File: config.mk
export PLATFORM = sky130hd
export DESIGN_NAME = program_counter
export DESIGN_NICKNAME = d
export VERILOG_FILES = /design/src/rtl/program_counter.sv
export SDC_FILE = /design/constraint.sdc
export NUM_CORES = 1
export LEC_CHECK = 0
export CORE_ASPECT_RATIO = 1.5
export CORE_MARGIN = 1.5
export CORE_UTILIZATION = 54
export DETAILED_ROUTE_END_ITERATION = 8
export PLACE_DENSITY = 0.79
export SYNTH_ARGS = -nofsm -noshare
export SYNTH_HDL_FRONTEND = slang
export SYNTH_SLANG_ARGS = --single-unit
File: constraint.sdc
create_clock -name clk -period 2.8 [get_ports clk]
set_input_delay 0.56 -clock clk [delete_from_list [all_inputs] [get_ports clk]]
set_output_delay 0.56 -clock clk [all_outputs]
set_load 0.005 [all_outputs]
File: src/rtl/program_counter.sv
// Program counter with a bounded return stack and RUN/HALT/FAULT control.
// The fetch address, state and stack level are all registered; the status
// outputs are decoded from registered state only.
module program_counter #(
    parameter logic [7:0] RESET_ADDR  = 8'h00,
    parameter int         STACK_DEPTH = 4
) (
    input  logic       clk,
    input  logic       rstn,
    input  logic       suspend_cpu,
    input  logic       branch_taken,
    input  logic [7:0] branch_target,
    input  logic       call,
    input  logic       ret,
    input  logic       instruction_end_of_program,
    input  logic       instruction_memory_address_exceeded,
    output logic [7:0] instruction_memory_address,
    output logic       pc_halted,
    output logic       pc_fault,
    output logic [3:0] stack_level
);

    localparam int IDX_W = (STACK_DEPTH > 2) ? $clog2(STACK_DEPTH) : 1;

    typedef enum logic [1:0] {
        ST_RUN   = 2'd0,
        ST_HALT  = 2'd1,
        ST_FAULT = 2'd2
    } state_t;

    state_t           r_state;
    logic [7:0]       r_addr;
    logic [3:0]       r_level;
    logic [7:0]       r_stack [STACK_DEPTH];

    state_t           w_state_nxt;
    logic [7:0]       w_addr_nxt;
    logic [3:0]       w_level_nxt;
    logic             w_push;
    logic [7:0]       w_addr_inc;
    logic [IDX_W-1:0] w_top_idx;
    logic [IDX_W-1:0] w_push_idx;
    logic             w_stack_full;
    logic             w_stack_empty;

    assign w_addr_inc    = r_addr + 8'd1;
    assign w_top_idx     = IDX_W'(r_level - 4'd1);
    assign w_push_idx    = IDX_W'(r_level);
    assign w_stack_full  = (r_level == 4'(STACK_DEPTH));
    assign w_stack_empty = (r_level == 4'd0);

    // State, address and stack level; reset restarts fetch at RESET_ADDR.
    always_ff @(posedge clk or negedge rstn) begin
        if (!rstn) begin
            r_state <= ST_RUN;
            r_addr  <= RESET_ADDR;
            r_level <= 4'd0;
        end else begin
            r_state <= w_state_nxt;
            r_addr  <= w_addr_nxt;
            r_level <= w_level_nxt;
        end
    end

    // Return-stack storage; contents above the level are never read, so no reset.
    always_ff @(posedge clk) begin
        if (w_push && rstn) begin
            r_stack[w_push_idx] <= w_addr_inc;
        end
    end

    // Next-state: memory fault > end of program > ret > call > branch > increment.
    always_comb begin
        w_state_nxt = r_state;
        w_addr_nxt  = r_addr;
        w_level_nxt = r_level;
        w_push      = 1'b0;
        if (!suspend_cpu && (r_state == ST_RUN)) begin
            if (instruction_memory_address_exceeded) begin
                w_state_nxt = ST_FAULT;
            end else if (instruction_end_of_program) begin
                w_state_nxt = ST_HALT;
            end else if (ret) begin
                if (w_stack_empty) begin
                    w_state_nxt = ST_FAULT;
                end else begin
                    w_addr_nxt  = r_stack[w_top_idx];
                    w_level_nxt = r_level - 4'd1;
                end
            end else if (call) begin
                if (w_stack_full) begin
                    w_state_nxt = ST_FAULT;
                end else begin
                    w_push      = 1'b1;
                    w_addr_nxt  = branch_target;
                    w_level_nxt = r_level + 4'd1;
                end
            end else if (branch_taken) begin
                w_addr_nxt = branch_target;
            end else begin
                w_addr_nxt = w_addr_inc;
            end
        end
    end

    assign instruction_memory_address = r_addr;
    assign pc_halted                  = (r_state == ST_HALT);
    assign pc_fault                   = (r_state == ST_FAULT);
    assign stack_level                = r_level;

endmodule

* After elaboration in Yosys (flattened, before gate mapping)
Memories as Yosys holds them, arrays and structs flattened.
Index checks and enable logic that the tools add are counted.
** Operators by class
- Bitwise logic cells :: 2
- Equality and inequality tests :: 7
- Multiplexer cells :: 23
- Reduce and logical (&&, ||, !) cells :: 11
- Add/sub/neg operators :: 3
** Operators with widths (count)
- two-way mux 8 bit :: 5
- two-way mux 4 bit :: 4
- two-way mux 2 bit :: 6
- adder 8 x 1 -> 8 bit, second input constant :: 1
- two-way mux 1 bit :: 8
- nonzero test 4 bit :: 2
- AND reduction 6 bit :: 1
- AND reduction 5 bit :: 1
- adder 4 x 1 -> 4 bit, second input constant :: 1
- == test 4 x 3 -> 1 bit, second input constant :: 1
- logical NOT 4 bit :: 1
- inequality test 2 bit, second input constant :: 2
- inequality test 4 x 1 -> 1 bit, second input constant :: 1
- AND reduction 4 bit :: 1
- subtractor 4 x 1 -> 4 bit, second input constant :: 1
- inequality test 3 bit, second input constant :: 1
- == test 2 x 1 -> 1 bit, second input constant :: 1
- == test 2 bit, second input constant :: 1
- logical AND 1 bit :: 2
- logical NOT 2 bit :: 1
- inverter 1 bit :: 2
- nonzero test 2 bit :: 1
- logical NOT 1 bit :: 1
** Storage, ports and cells
- Logic and storage cells :: 50
- Memories kept :: 1
- Flip-flop bits (word level) :: 14
- Bits in writable memories :: 32
- Input bits :: 16
- Output and inout port bits :: 14
** Memories
- r_stack :: depth 4, width 8, read ports 1, clocked after Yosys merged registers in 0, write ports 1, RTL line 34 : logic [7:0] r_stack [STACK_DEPTH];

* Logic depth before layout (Yosys ltp)
Gate-level depths: netlist of run 1.
- Depth in word-level cells :: 10
- Depth in mapped cells :: 9
- Depth with buffers taken out :: 7

* Least setup slack after synthesis of run 1
Ideal clock, no wire load.
- Kind :: flip-flop to flip-flop
- From :: register r_level[0] (netlist: stack_level[0])
- To :: register r_addr[7] (netlist: instruction_memory_address[7])
- Required time :: 2670 ps
- Library setup time :: 130 ps
- Arrival :: 2087 ps
- Stages on the path, launching flop included :: 9
- Period minus slack after synthesis :: 2217 ps
- Setup slack :: 583 ps
- Buffers on the path :: 2
- Cells stage by stage :: dfrtp_1 buf_2 inv_1 ha_1 clkbuf_1 mux4_2 a2bb2oi_1 a21boi_0 nor3_2
** Between the ends
- Word-level cells in the longest chain between the ends :: 4
- Elaborated cells on any way between the ends :: 9
- Those cells by class :: 1 x add/sub; 3 x eq/ne; 2 x mux; 2 x reduce/logical; 1 x memory
** Ends and longest elaborated chain
- start: declaration :: RTL line 33 : logic [3:0] r_level;
- start signal: assignment :: RTL line 61 : r_level <= w_level_nxt;
- subtractor 4 x 1 -> 4 bit
- memory read (4 x 8 bit)
- two-way mux 8 bit :: RTL line 84 : if (w_stack_empty) begin
- two-way mux 8 bit :: RTL line 83 : end else if (ret) begin
- end signal: assignment :: RTL line 60 : r_addr <= w_addr_nxt;
- end: declaration :: RTL line 32 : logic [7:0] r_addr;
Several ways; a longest one is shown, not always the timed one. The select of a mux whose other input is x is not followed.
A chain may end at the register's enable or synchronous reset.

* Final worst setup path of run 1
- From :: input port suspend_cpu
- To :: memory r_stack[0][5] (enable)
** Between the ends
- Word-level cells in the longest chain between the ends :: 6
** Ends and longest elaborated chain
- start: declaration :: RTL line 10 : input logic suspend_cpu,
- logical NOT 1 bit :: RTL line 78 : if (!suspend_cpu && (r_state == ST_RUN)) begin
- logical AND 1 bit :: RTL line 78
- two-way mux 1 bit :: RTL line 78
- logical AND 1 bit :: RTL line 67 : if (w_push && rstn) begin
- two-way mux 1 bit :: RTL line 67
- two-way mux 1 bit (not written as such) :: RTL line 68 : r_stack[w_push_idx] <= w_addr_inc;
- end: declaration :: RTL line 34
Every way passes these cells.

==> summary.md, run 1 <==
| Metric | Value |
|---|---|
| Outcome | `finished clean` |
| Vias in the first global route | `1,576` |
| CTS root buf | `clkbuf_8` |
| Worst slew pin tran | `around 610 ps` |
| Via count | `between 1.5k and 2k` |
| Post-CTS Setup Repair Bufs | `0` |
| Synth area leaders | `edfxtp_1 (43%), dfrtp_1 (16%), mux4_2 (7.0%)` |
| Delay of the slowest critical-path stage | `between 400 and 500 ps` |
| Syn Area/Cell | `13.4 sq um` |
| Final period util | `a little under nine tenths` |
| Cell count after synthesis | `168` |
| Clock sink count | `46` |
| CP bufs+invs | `1` |
| Crit Path Class | `input port to flip-flop` |
| Critical-path cell list | `clkdlybuf4s50_1 -> or3_1 -> or3_4 -> nor2_1 -> and2_1` |
| Core box area | `3960 sq um` |
| Iter 0 DRT Violations | `73` |
| Clock buffer depth | `2` |
| Worst setup SP type | `input port` |
| Max VDD drop | `0.455 mV` |
| Grt ovf | `0` |
| Die area | `4560 sq um` |
| Syn-to-layout area delta | `20.6%` |
| Share of layout cells above drive strength 1 | `15.7%` |
| Die Height | `82.0 um` |
| Relative slew slack | `a little under 60%` |
| Hold Fails Final Rpt | `0` |
| Via density | `6.06` |
| Unrepaired setup endpoints after global routing | `no` |
| Row cnt | `28` |
| Die Wd | `55.6 um` |
| Starting density of the core | `between 50% and 60%` |
| N_diodes | `0` |
| Crit path required time | `2760 ps` |
| CP endpoint kind | `flip-flop` |
| Setup Total Neg Slack | `0 ps` |
| # hold bufs at CTS | `0` |
| Hold Slack | `514 ps` |
| DP Cell Count | `241` |
| Largest net degree at the start of global routing | `16` |
| Max frequency | `417 MHz` |
| Crit-path max FO | `8` |
| Initial antenna violation count | `0` |
| CP delay by family, top | `simple AND/OR/NAND/NOR gates` |
| DR pass1 iterations | `4` |
| Setup Viol. Count Final | `0` |
| Clk_lat worst skew | `around 300 ps` |
| Hold Crit Class | `flip-flop to flip-flop` |
| Num CTS Buffers | `5` |
| Min cycle time layout | `around 2400 ps` |
| Remaining antenna violation count | `0` |
| Arr. time, crit path | `2360 ps` |
| Worst-path clk slew | `90 ps` |
| Post-synth EDFFs | `32` |
| Seq/Total Area, Yosys | `between 50% and 60%` |
| Yosys reg bits | `46` |
| Fraction of registers with async set/reset | `around 30%` |
| PwrDens | `522 nW/um^2` |
| Synthesis Warnings | `0` |
| IO Count | `30` |
| First-pass GRT wire length | `between 8000 and 9000 um` |
| Routed WL per cell | `roughly 21 um` |
| GP Congestion | `0.804` |
| Htree depth | `2` |
| Slowest CP cell | `clkdlybuf4s50_1` |
| Nets | `224` |
| Synth Cell Area | `2240 sq um` |
| Detail Placement HPWL | `about 3600 um` |
| CTS tree | `yes` |
| Max_cap viols | `0` |
| Yosys cell types | `41` |
| Pins over their slew limit | `0` |
| GR Util All Layers | `24.5%` |
| Post-CTS Resized | `0` |
| Fin cells | `249` |
| Final wirelength | `5180 um` |
| Primary FF master, synth | `edfxtp_1` |
| DRC viols | `0` |
| Cell taking the most area after synthesis | `edfxtp_1` |
| # port buffers | `29` |
| Leak Pwr | `1.03 nW` |
| Layout Skew | `8.60 ps` |
| Synth Net Count | `189` |
| Top-area cell type share of the netlist area | `42.8%` |
-- final cells by class --
type | count | area (sq um)
clock buffers | 5 | 68.8
repair buffers | 34 | 328
fillers | 294 | 1250
clock inverters | 3 | 68.8
multi-input cells | 109 | 848
inverters | 7 | 26.3
well taps | 45 | 56.3
flip-flops and latches | 46 | 1310
-- flip-flops by register name, indices dropped and copies added, names as in the netlist --
register and cells:
r_stack 32, instruction_memory_address 8, stack_level 4, r_state 2
-- power breakdown --
group / leakage [nW] / switching, mW / internal [mW]
registers: 0.485 / 0.00525 / 0.727
clock network: 0.0683 / 0.232 / 0.357
logic: 0.472 / 0.0458 / 0.0466
-- final timing paths --
check | startpoint | end | slack [ps] | cells past startpoint
worst min register to register | r_state[0]$_DFFE_PN0P_ | r_state[1]$_DFFE_PN0P_ | 510 | 1
max in group asynchronous | rstn | instruction_memory_address[0]$_DFFE_PN0P_ | 2010 | 2
min in group asynchronous | rstn | r_state[1]$_DFFE_PN0P_ | 600 | 2
worst max register to register | r_state[1]$_DFFE_PN0P_ | r_stack[0][5]$_DFFE_PP_ | 620 | 4
worst min-delay path | r_state[0]$_DFFE_PN0P_ | r_state[1]$_DFFE_PN0P_ | 510 | 1
worst max-delay path | suspend_cpu | r_stack[0][5]$_DFFE_PP_ | 400 | 5
-- placed cells by master (no fill, tap or decap), drive strengths merged, types with 2 or more instances in the layout --
master / n
nor4: 2
a311oi: 2
xor2: 4
nand2: 9
nor3: 4
nand3: 4
buf: 5
xnor2: 7
mux2: 3
a21oi: 8
clkbuf: 5
mux2i: 3
o21ai: 9
or3: 2
dfrtp: 14
and2: 4
inv: 7
ha: 5
bufinv: 2
mux4: 8
clkdlybuf4s50: 29
or2: 2
nor2: 21
edfxtp: 32
-- synthesized netlist by cell type, types with 4 or more instances --
| master | n |
|---|---|
| a21oi_1 | 6 |
| and2_1 | 4 |
| dfrtp_1 | 14 |
| edfxtp_1 | 32 |
| ha_1 | 5 |
| inv_1 | 7 |
| mux4_2 | 7 |
| nand2_1 | 9 |
| nand3_1 | 4 |
| nor2_1 | 20 |
| o21ai_0 | 9 |
| xnor2_1 | 7 |
| xor2_1 | 4 |
-- metal layers --
metal / share of wire (%) / global-route usage, % / routed length, um
met5: 0 / 0 / 0
met4: 2.9 / 12.7 / 149
met3: 4.8 / 5.20 / 248
met2: 53 / 43.1 / 2740
met1: 39 / 28.2 / 2050
-- through the flow --
stage	instance area, sq um	setup slack (ps)	utilization (%)	power [mW]
3_3_place_gp	2570	183	64.9	0.834
3_5_place_dp	2570	72.6	64.9	0.837
5_1_grt	2710	308	68.4	1.45
6_report	2710	401	68.4	1.41
4_1_cts	2710	384	68.4	1.42
2_1_floorplan	2240	583	-	0.790
-- logic make-up after synthesis --
logic type / Yosys count / share of synthesized area (%)
AOI/OAI and AO/OA: 26 / 7.53
muxes: 14 / 11.0
buffers and inverters: 13 / 3.79
and+or+nand+nor: 53 / 12.2
xor gates and xnor gates: 11 / 4.29
DFF: 46 / 58.4
adders and majority gates: 5 / 2.79
(Power assumes the default switching activity.)
==> inputs of run 2 (changes only) <==
CORE_UTILIZATION = 40   (was 54)
PLACE_DENSITY = unset   (was 0.79)
==> run 2 against run 1 <==
Net effect: first-iteration DRC count down 27%; sequential power about the same; register-to-register slack better by 50 ps.
==> summary.md, run 2 (synthesized netlist as in run 1, its figures left out) <==
| Metric | Value |
|---|---|
| Outcome | `finished clean (unchanged)` |
| CP delay by family, top | `simple AND/OR/NAND/NOR gates (unchanged)` |
| Commonest non-fill, non-tap cell in the layout | `edfxtp_1 (unchanged)` |
| DP Cell Count | `266 (was 241)` |
| PwrDens | `458 nW/um^2 (was 522 nW/um^2)` |
| Setup Viol. Count Final | `0 (unchanged)` |
| Critical-path cell list | `clkdlybuf4s50_1 -> or3_1 -> or3_4 -> nor2_1 -> and2_1 (unchanged)` |
| Max frequency | `422 MHz (was 417 MHz)` |
| Top reg by flops | `r_stack (unchanged)` |
| Design area | `2700 sq um (was 2710 sq um)` |
| Final period util | `84.6% (was 85.7%)` |
| Most frequent cells in the layout | `edfxtp_1 (32), clkdlybuf4s50_1 (29), nor2_1 (20) (unchanged)` |
| Worst-path clk slew | `90 ps (about the same)` |
| Slowest CP cell | `clkdlybuf4s50_1 (unchanged)` |
| Max VDD drop | `0.279 mV (was 0.455 mV)` |
| Vias in the first global route | `1,531 (was 1,576)` |
| Hold Fails Final Rpt | `0 (unchanged)` |
| Via density | `5.27 (was 6.06)` |
| Fill count | `511 (was 294)` |
| Relative slew slack | `64.9% (was 58.9%)` |
| Worst setup SP type | `input port (unchanged)` |
| Num CTS Buffers | `5 (unchanged)` |
| Area of the multi-input gates | `848 sq um (unchanged)` |
| Share of layout cells above drive strength 1 | `15.7% (unchanged)` |
| # hold bufs at CTS | `0 (unchanged)` |
| Via count | `1,443 (was 1,509)` |
| Remaining antenna violation count | `0 (unchanged)` |
| Worst Hold Path EP | `stack_level[3]$_DFFE_PN0P_ (was r_state[1]$_DFFE_PN0P_)` |
| CP endpoint kind | `flip-flop (unchanged)` |
| Setup Total Neg Slack | `0 ps (unchanged)` |
| GR Util All Layers | `17.6% (was 24.5%)` |
| Core box area | `5450 sq um (was 3960 sq um)` |
| HP Start | `stack_level[3]$_DFFE_PN0P_ (was r_state[0]$_DFFE_PN0P_)` |
| Crit path required time | `2760 ps (about the same)` |
| Initial antenna violation count | `0 (unchanged)` |
| Post-CTS Setup Repair Bufs | `0 (unchanged)` |
| Die area | `6080 sq um (was 4560 sq um)` |
| Clk_lat worst skew | `300 ps (about the same)` |
| DRC viols | `0 (unchanged)` |
| Tot Pwr | `1.23 mW (was 1.41 mW)` |
| Pre-CTS WS | `78.1 ps (was 72.6 ps)` |
| FF+latch area | `1310 sq um (unchanged)` |
| Leak Pwr | `1.00 nW (was 1.03 nW)` |
| Core Util, Final | `49.4% (was 68.4%)` |
| Hold Slack | `502 ps (was 514 ps)` |
| CTS tree | `yes (unchanged)` |
| Die Wd | `64.2 um (was 55.6 um)` |
| DR pass1 iterations | `4 (unchanged)` |
| Starting density of the core | `41.2% (was 56.7%)` |
| Final wirelength | `4860 um (was 5180 um)` |
| Row cnt | `33 (was 28)` |
| Placed cell area | `2600 sq um (was 2570 sq um)` |
| Fin cells | `274 (was 249)` |
| Max reg flops | `32 (unchanged)` |
| R2R Path Start | `r_state[1]$_DFFE_PN0P_ (unchanged)` |
| Delay of the slowest critical-path stage | `440 ps (was 430 ps)` |
| Pins over their slew limit | `0 (unchanged)` |
| Die Height | `94.7 um (was 82.0 um)` |
| Nets | `224 (unchanged)` |
| Hold Crit Class | `flip-flop to flip-flop (unchanged)` |
| First-pass GRT wire length | `7780 um (was 8130 um)` |
| Htree depth | `2 (unchanged)` |
| Largest net degree at the start of global routing | `17 (was 16)` |
| Clock buffer depth | `2 (unchanged)` |
| Register-to-Register Path Depth | `4 (unchanged)` |
| GP Congestion | `0.730 (was 0.804)` |
| Setup ws final | `431 ps (was 401 ps)` |
| Iter 0 DRT Violations | `53 (was 73)` |
| Routed WL per cell | `17.7 um (was 20.8 um)` |
| CP bufs+invs | `1 (unchanged)` |
| R2R Setup Slk | `670 ps (was 620 ps)` |
| Arr. time, crit path | `2330 ps (was 2360 ps)` |
| Grt ovf | `0 (unchanged)` |
| Post-CTS Resized | `0 (unchanged)` |
| Max_cap viols | `0 (unchanged)` |
| IO Count | `30 (unchanged)` |
| Layout Skew | `5.96 ps (was 8.60 ps)` |
| N_diodes | `0 (unchanged)` |
| Min cycle time layout | `2370 ps (was 2400 ps)` |
| Crit-path max FO | `8 (unchanged)` |
| Detail Placement HPWL | `3720 um (was 3640 um)` |
| Worst slew pin tran | `524 ps (was 614 ps)` |
| Crit Path Class | `input port to flip-flop (unchanged)` |
| Worst R2R End | `r_stack[3][0]$_DFFE_PP_ (was r_stack[0][5]$_DFFE_PP_)` |
| # port buffers | `29 (unchanged)` |
| Unrepaired setup endpoints after global routing | `no (unchanged)` |
| Syn-to-layout area delta | `20.1% (was 20.6%)` |
| Hold Path Cell Cnt | `1 (unchanged)` |
| Critical Path Stages | `5 (unchanged)` |
| CTS root buf | `clkbuf_8 (unchanged)` |
| Clock sink count | `46 (unchanged)` |
run 2: cell type report:
type,count,share of cell area (%)
repair buffers,34,12.2
inverters,7,0.975
clock inverters,3,0.929
well taps,70,3.25
clock buffers,5,2.55
multi-input cells,109,31.5
flip-flops and latches,46,48.7
run 2: routing by layer:
| metal | global-route usage [%] | share of wire, % |
|---|---|---|
| met1 | 19.4 | 36 |
| met2 | 33.2 | 59 |
| met3 | 3.22 | 2.7 |
| met4 | 6.91 | 2.3 |
| met5 | 0 | 0 |
run 2: how the worst max path moves through the flow:
stage	start	end	slack (ps)
floorplan	stack_level[0]$_DFFE_PN0P_	instruction_memory_address[7]$_DFFE_PN0P_	580
global placement	suspend_cpu	r_stack[3][2]$_DFFE_PP_	140
detailed placement	suspend_cpu	r_stack[3][2]$_DFFE_PP_	80
CTS	suspend_cpu	r_stack[3][0]$_DFFE_PP_	390
global route	suspend_cpu	r_stack[3][0]$_DFFE_PP_	310
finish	suspend_cpu	r_stack[3][0]$_DFFE_PP_	430
run 2: report_power, final:
group / total [mW] / switching [mW] / internal [mW]
Combinational: 0.0891 / 0.0426 / 0.0465
Sequential: 0.732 / 0.00486 / 0.727
Clock: 0.414 / 0.234 / 0.180
Total: 1.23 / 0.281 / 0.953
run 2: worst reg2reg max path: cells and delay by family, from the launching register on:
| kind | cells | cell delay (ps) |
|---|---|---|
| AND/OR/NAND/NOR | 4 | 1370 |
| flip-flops | 1 | 410 |
==> inputs of run 3 (changes only) <==
clock period = 2.1 ns   (was 2.8 ns; I/O delays follow)
==> run 3 against run 2 <==
Net effect: clock power up 25%; global-route usage up 0.70 points; highest routed layer unchanged; cell count up 5.8%; critical path type unchanged; core utilization up 3.1 points; via count up 6.3%; total power up 32%; worst hold slack worse by 13 ps.
==> summary.md, run 3 (synthesized netlist as in run 1, its figures left out) <==
| Metric | Value |
|---|---|
| CTS root buf | `clkbuf_8 (unchanged)` |
| Hold Crit Class | `input port to asynchronous set/reset pin (was flip-flop to flip-flop)` |
| Largest net degree at the start of global routing | `15 (was 17)` |
| Final wirelength | `5180 um (was 4860 um)` |
| Htree depth | `2 (unchanged)` |
| Via density | `5.29 (was 5.27)` |
| Core Util, Final | `52.5% (was 49.4%)` |
| Initial antenna violation count | `0 (unchanged)` |
| CTS tree | `yes (unchanged)` |
| GR Util All Layers | `18.3% (was 17.6%)` |
| Remaining antenna violation count | `0 (unchanged)` |
| First-pass GRT wire length | `8210 um (was 7780 um)` |
| Worst setup SP type | `input port (unchanged)` |
| Vias in the first global route | `1,621 (was 1,531)` |
| Most frequent cells in the layout | `edfxtp_1 (32), clkdlybuf4s50_1 (29), nor2_1 (19) (was edfxtp_1 (32), clkdlybuf4s50_1 (29), nor2_1 (20))` |
| Num CTS Buffers | `5 (unchanged)` |
| Min cycle time layout | `2000 ps` |
| Critical Path Stages | `6 (was 5)` |
| Crit-path max FO | `8 (unchanged)` |
| Die area | `6080 sq um (unchanged)` |
| Critical-path cell list | `clkdlybuf4s50_1 -> or3_1 -> or3_4 -> nor2_2 -> and2_1 -> buf_12 (was clkdlybuf4s50_1 -> or3_1 -> or3_4 -> nor2_1 -> and2_1)` |
| Syn-to-layout area delta | `27.6% (was 20.1%)` |
| # port buffers | `29 (unchanged)` |
| Delay of the slowest critical-path stage | `420 ps (was 440 ps)` |
| Routed WL per cell | `17.9 um (was 17.7 um)` |
| Max_cap viols | `0 (unchanged)` |
| Pre-CTS WS | `-254 ps (was 78.1 ps)` |
| Max frequency | `500 MHz` |
| M3 GR Usage | `3.10% (was 3.22%)` |
| Row cnt | `33 (unchanged)` |
| PwrDens | `568 nW/um^2 (was 458 nW/um^2)` |
| Pins over their slew limit | `0 (unchanged)` |
| Via count | `1,534 (was 1,443)` |
| Busiest grt layer | `met2 (unchanged)` |
| # hold bufs at CTS | `0 (unchanged)` |
| Worst-path clk slew | `80 ps (was 90 ps)` |
| IO Count | `30 (unchanged)` |
| Crit path required time | `2120 ps (was 2760 ps)` |
| GP Congestion | `0.738 (was 0.730)` |
| Leak Pwr | `1.10 nW (was 1.00 nW)` |
| Starting density of the core | `41.2% (unchanged)` |
| Hold Slack | `489 ps (was 502 ps)` |
| Max reg flops | `32 (unchanged)` |
| Commonest non-fill, non-tap cell in the layout | `edfxtp_1 (unchanged)` |
| Global routing usage on met2 | `34.2% (was 33.2%)` |
| Relative slew slack | `64.4% (was 64.9%)` |
| Layout Skew | `2.70 ps (was 5.96 ps)` |
| R2R Setup Slk | `170 ps (was 670 ps)` |
| Grt ovf | `0 (unchanged)` |
| Crit Path Class | `input port to flip-flop (unchanged)` |
| Top reg by flops | `r_stack (unchanged)` |
| CP bufs+invs | `2 (was 1)` |
| Die Wd | `64.2 um (unchanged)` |
| Core box area | `5450 sq um (unchanged)` |
| R2R Path Start | `instruction_memory_address[0]$_DFFE_PN0P_ (was r_state[1]$_DFFE_PN0P_)` |
| Detail Placement HPWL | `3970 um (was 3720 um)` |
| Unrepaired setup endpoints after global routing | `no (unchanged)` |
| Max VDD drop | `0.338 mV (was 0.279 mV)` |
| CP delay by family, top | `simple AND/OR/NAND/NOR gates (unchanged)` |
| Post-CTS Setup Repair Bufs | `0 (unchanged)` |
| Register-to-Register Path Depth | `6 (was 4)` |
| Final period util | `95.2%` |
| CP Launch Point | `suspend_cpu (unchanged)` |
| Setup Viol. Count Final | `0 (unchanged)` |
| Setup ws final | `101 ps (was 431 ps)` |
| Arr. time, crit path | `2010 ps (was 2330 ps)` |
| Worst slew pin tran | `530 ps (was 524 ps)` |
| N_diodes | `0 (unchanged)` |
| Outcome | `finished clean (unchanged)` |
| CP endpoint kind | `flip-flop (unchanged)` |
| Clk_lat worst skew | `290 ps (was 300 ps)` |
| Crit path capture | `r_stack[2][3]$_DFFE_PP_ (was r_stack[3][0]$_DFFE_PP_)` |
| Clock sink count | `46 (unchanged)` |
| Slowest CP cell | `clkdlybuf4s50_1 (unchanged)` |
| Iter 0 DRT Violations | `44 (was 53)` |
| Hold Fails Final Rpt | `0 (unchanged)` |
| Nets | `240 (was 224)` |
| DR pass1 iterations | `6 (was 4)` |
| DRC viols | `0 (unchanged)` |
| Post-CTS Resized | `0 (unchanged)` |
| Worst R2R End | `instruction_memory_address[4]$_DFFE_PN0P_ (was r_stack[3][0]$_DFFE_PP_)` |
| M1 GR Usage | `21.7% (was 19.4%)` |
| Share of layout cells above drive strength 1 | `22.3% (was 15.7%)` |
| Die Height | `94.7 um (unchanged)` |
| Clock buffer depth | `2 (unchanged)` |
run 3: how the worst min path moves through the flow:
stage                                     from                                   endpoint  cells past startpoint
floorplan                                 rstn  instruction_memory_address[0]$_DFFE_PN0P_                      0
global placement    stack_level[3]$_DFFE_PN0P_                 stack_level[3]$_DFFE_PN0P_                      1
global route                              rstn                 stack_level[1]$_DFFE_PN0P_                      2
finish                                    rstn                 stack_level[2]$_DFFE_PN0P_                      2
detailed placement  stack_level[3]$_DFFE_PN0P_                 stack_level[3]$_DFFE_PN0P_                      1
CTS                                       rstn                 stack_level[2]$_DFFE_PN0P_                      2
run 3: power by group:
group / switching (mW) / internal (mW)
sequential: 0.00679 / 0.969
combinational: 0.0621 / 0.0711
clock: 0.282 / 0.235
total: 0.351 / 1.27
run 3: worst reg2reg max path: cells and delay by family, from the launching register on:
family	cells	cell delay, ps
adder cells (fa/ha/maj)	1	250
AND/OR/NAND/NOR	2	200
AO/OA/AOI/OAI	2	520
XOR/XNOR	1	430
flip-flops	1	470
run 3: layout make-up:
cell class | instances | area (sq um)
multi-input cells | 109 | 855
well taps | 70 | 87.6
clock buffers | 6 | 72.6
clock inverters | 2 | 13.8
flip-flops and latches | 46 | 1310
fillers | 500 | 2590
repair buffers | 50 | 498
inverters | 7 | 26.3
run 3: metal layers:
metal	routed length, um	vias up
met2	2850	33
met4	65	0
met1	2140	780
li1	-	715
met5	0	-
met3	133	6
run 3: through the flow:
stage,total power [mW],instance area [sq um],std cells,TNS (ps)
floorplan,1.05,2250,168,0
global placement,1.12,2770,282,-7660
detailed placement,1.13,2770,282,-8560
CTS,1.64,2860,290,0
global route,1.68,2860,290,0
finish,1.63,2860,290,0
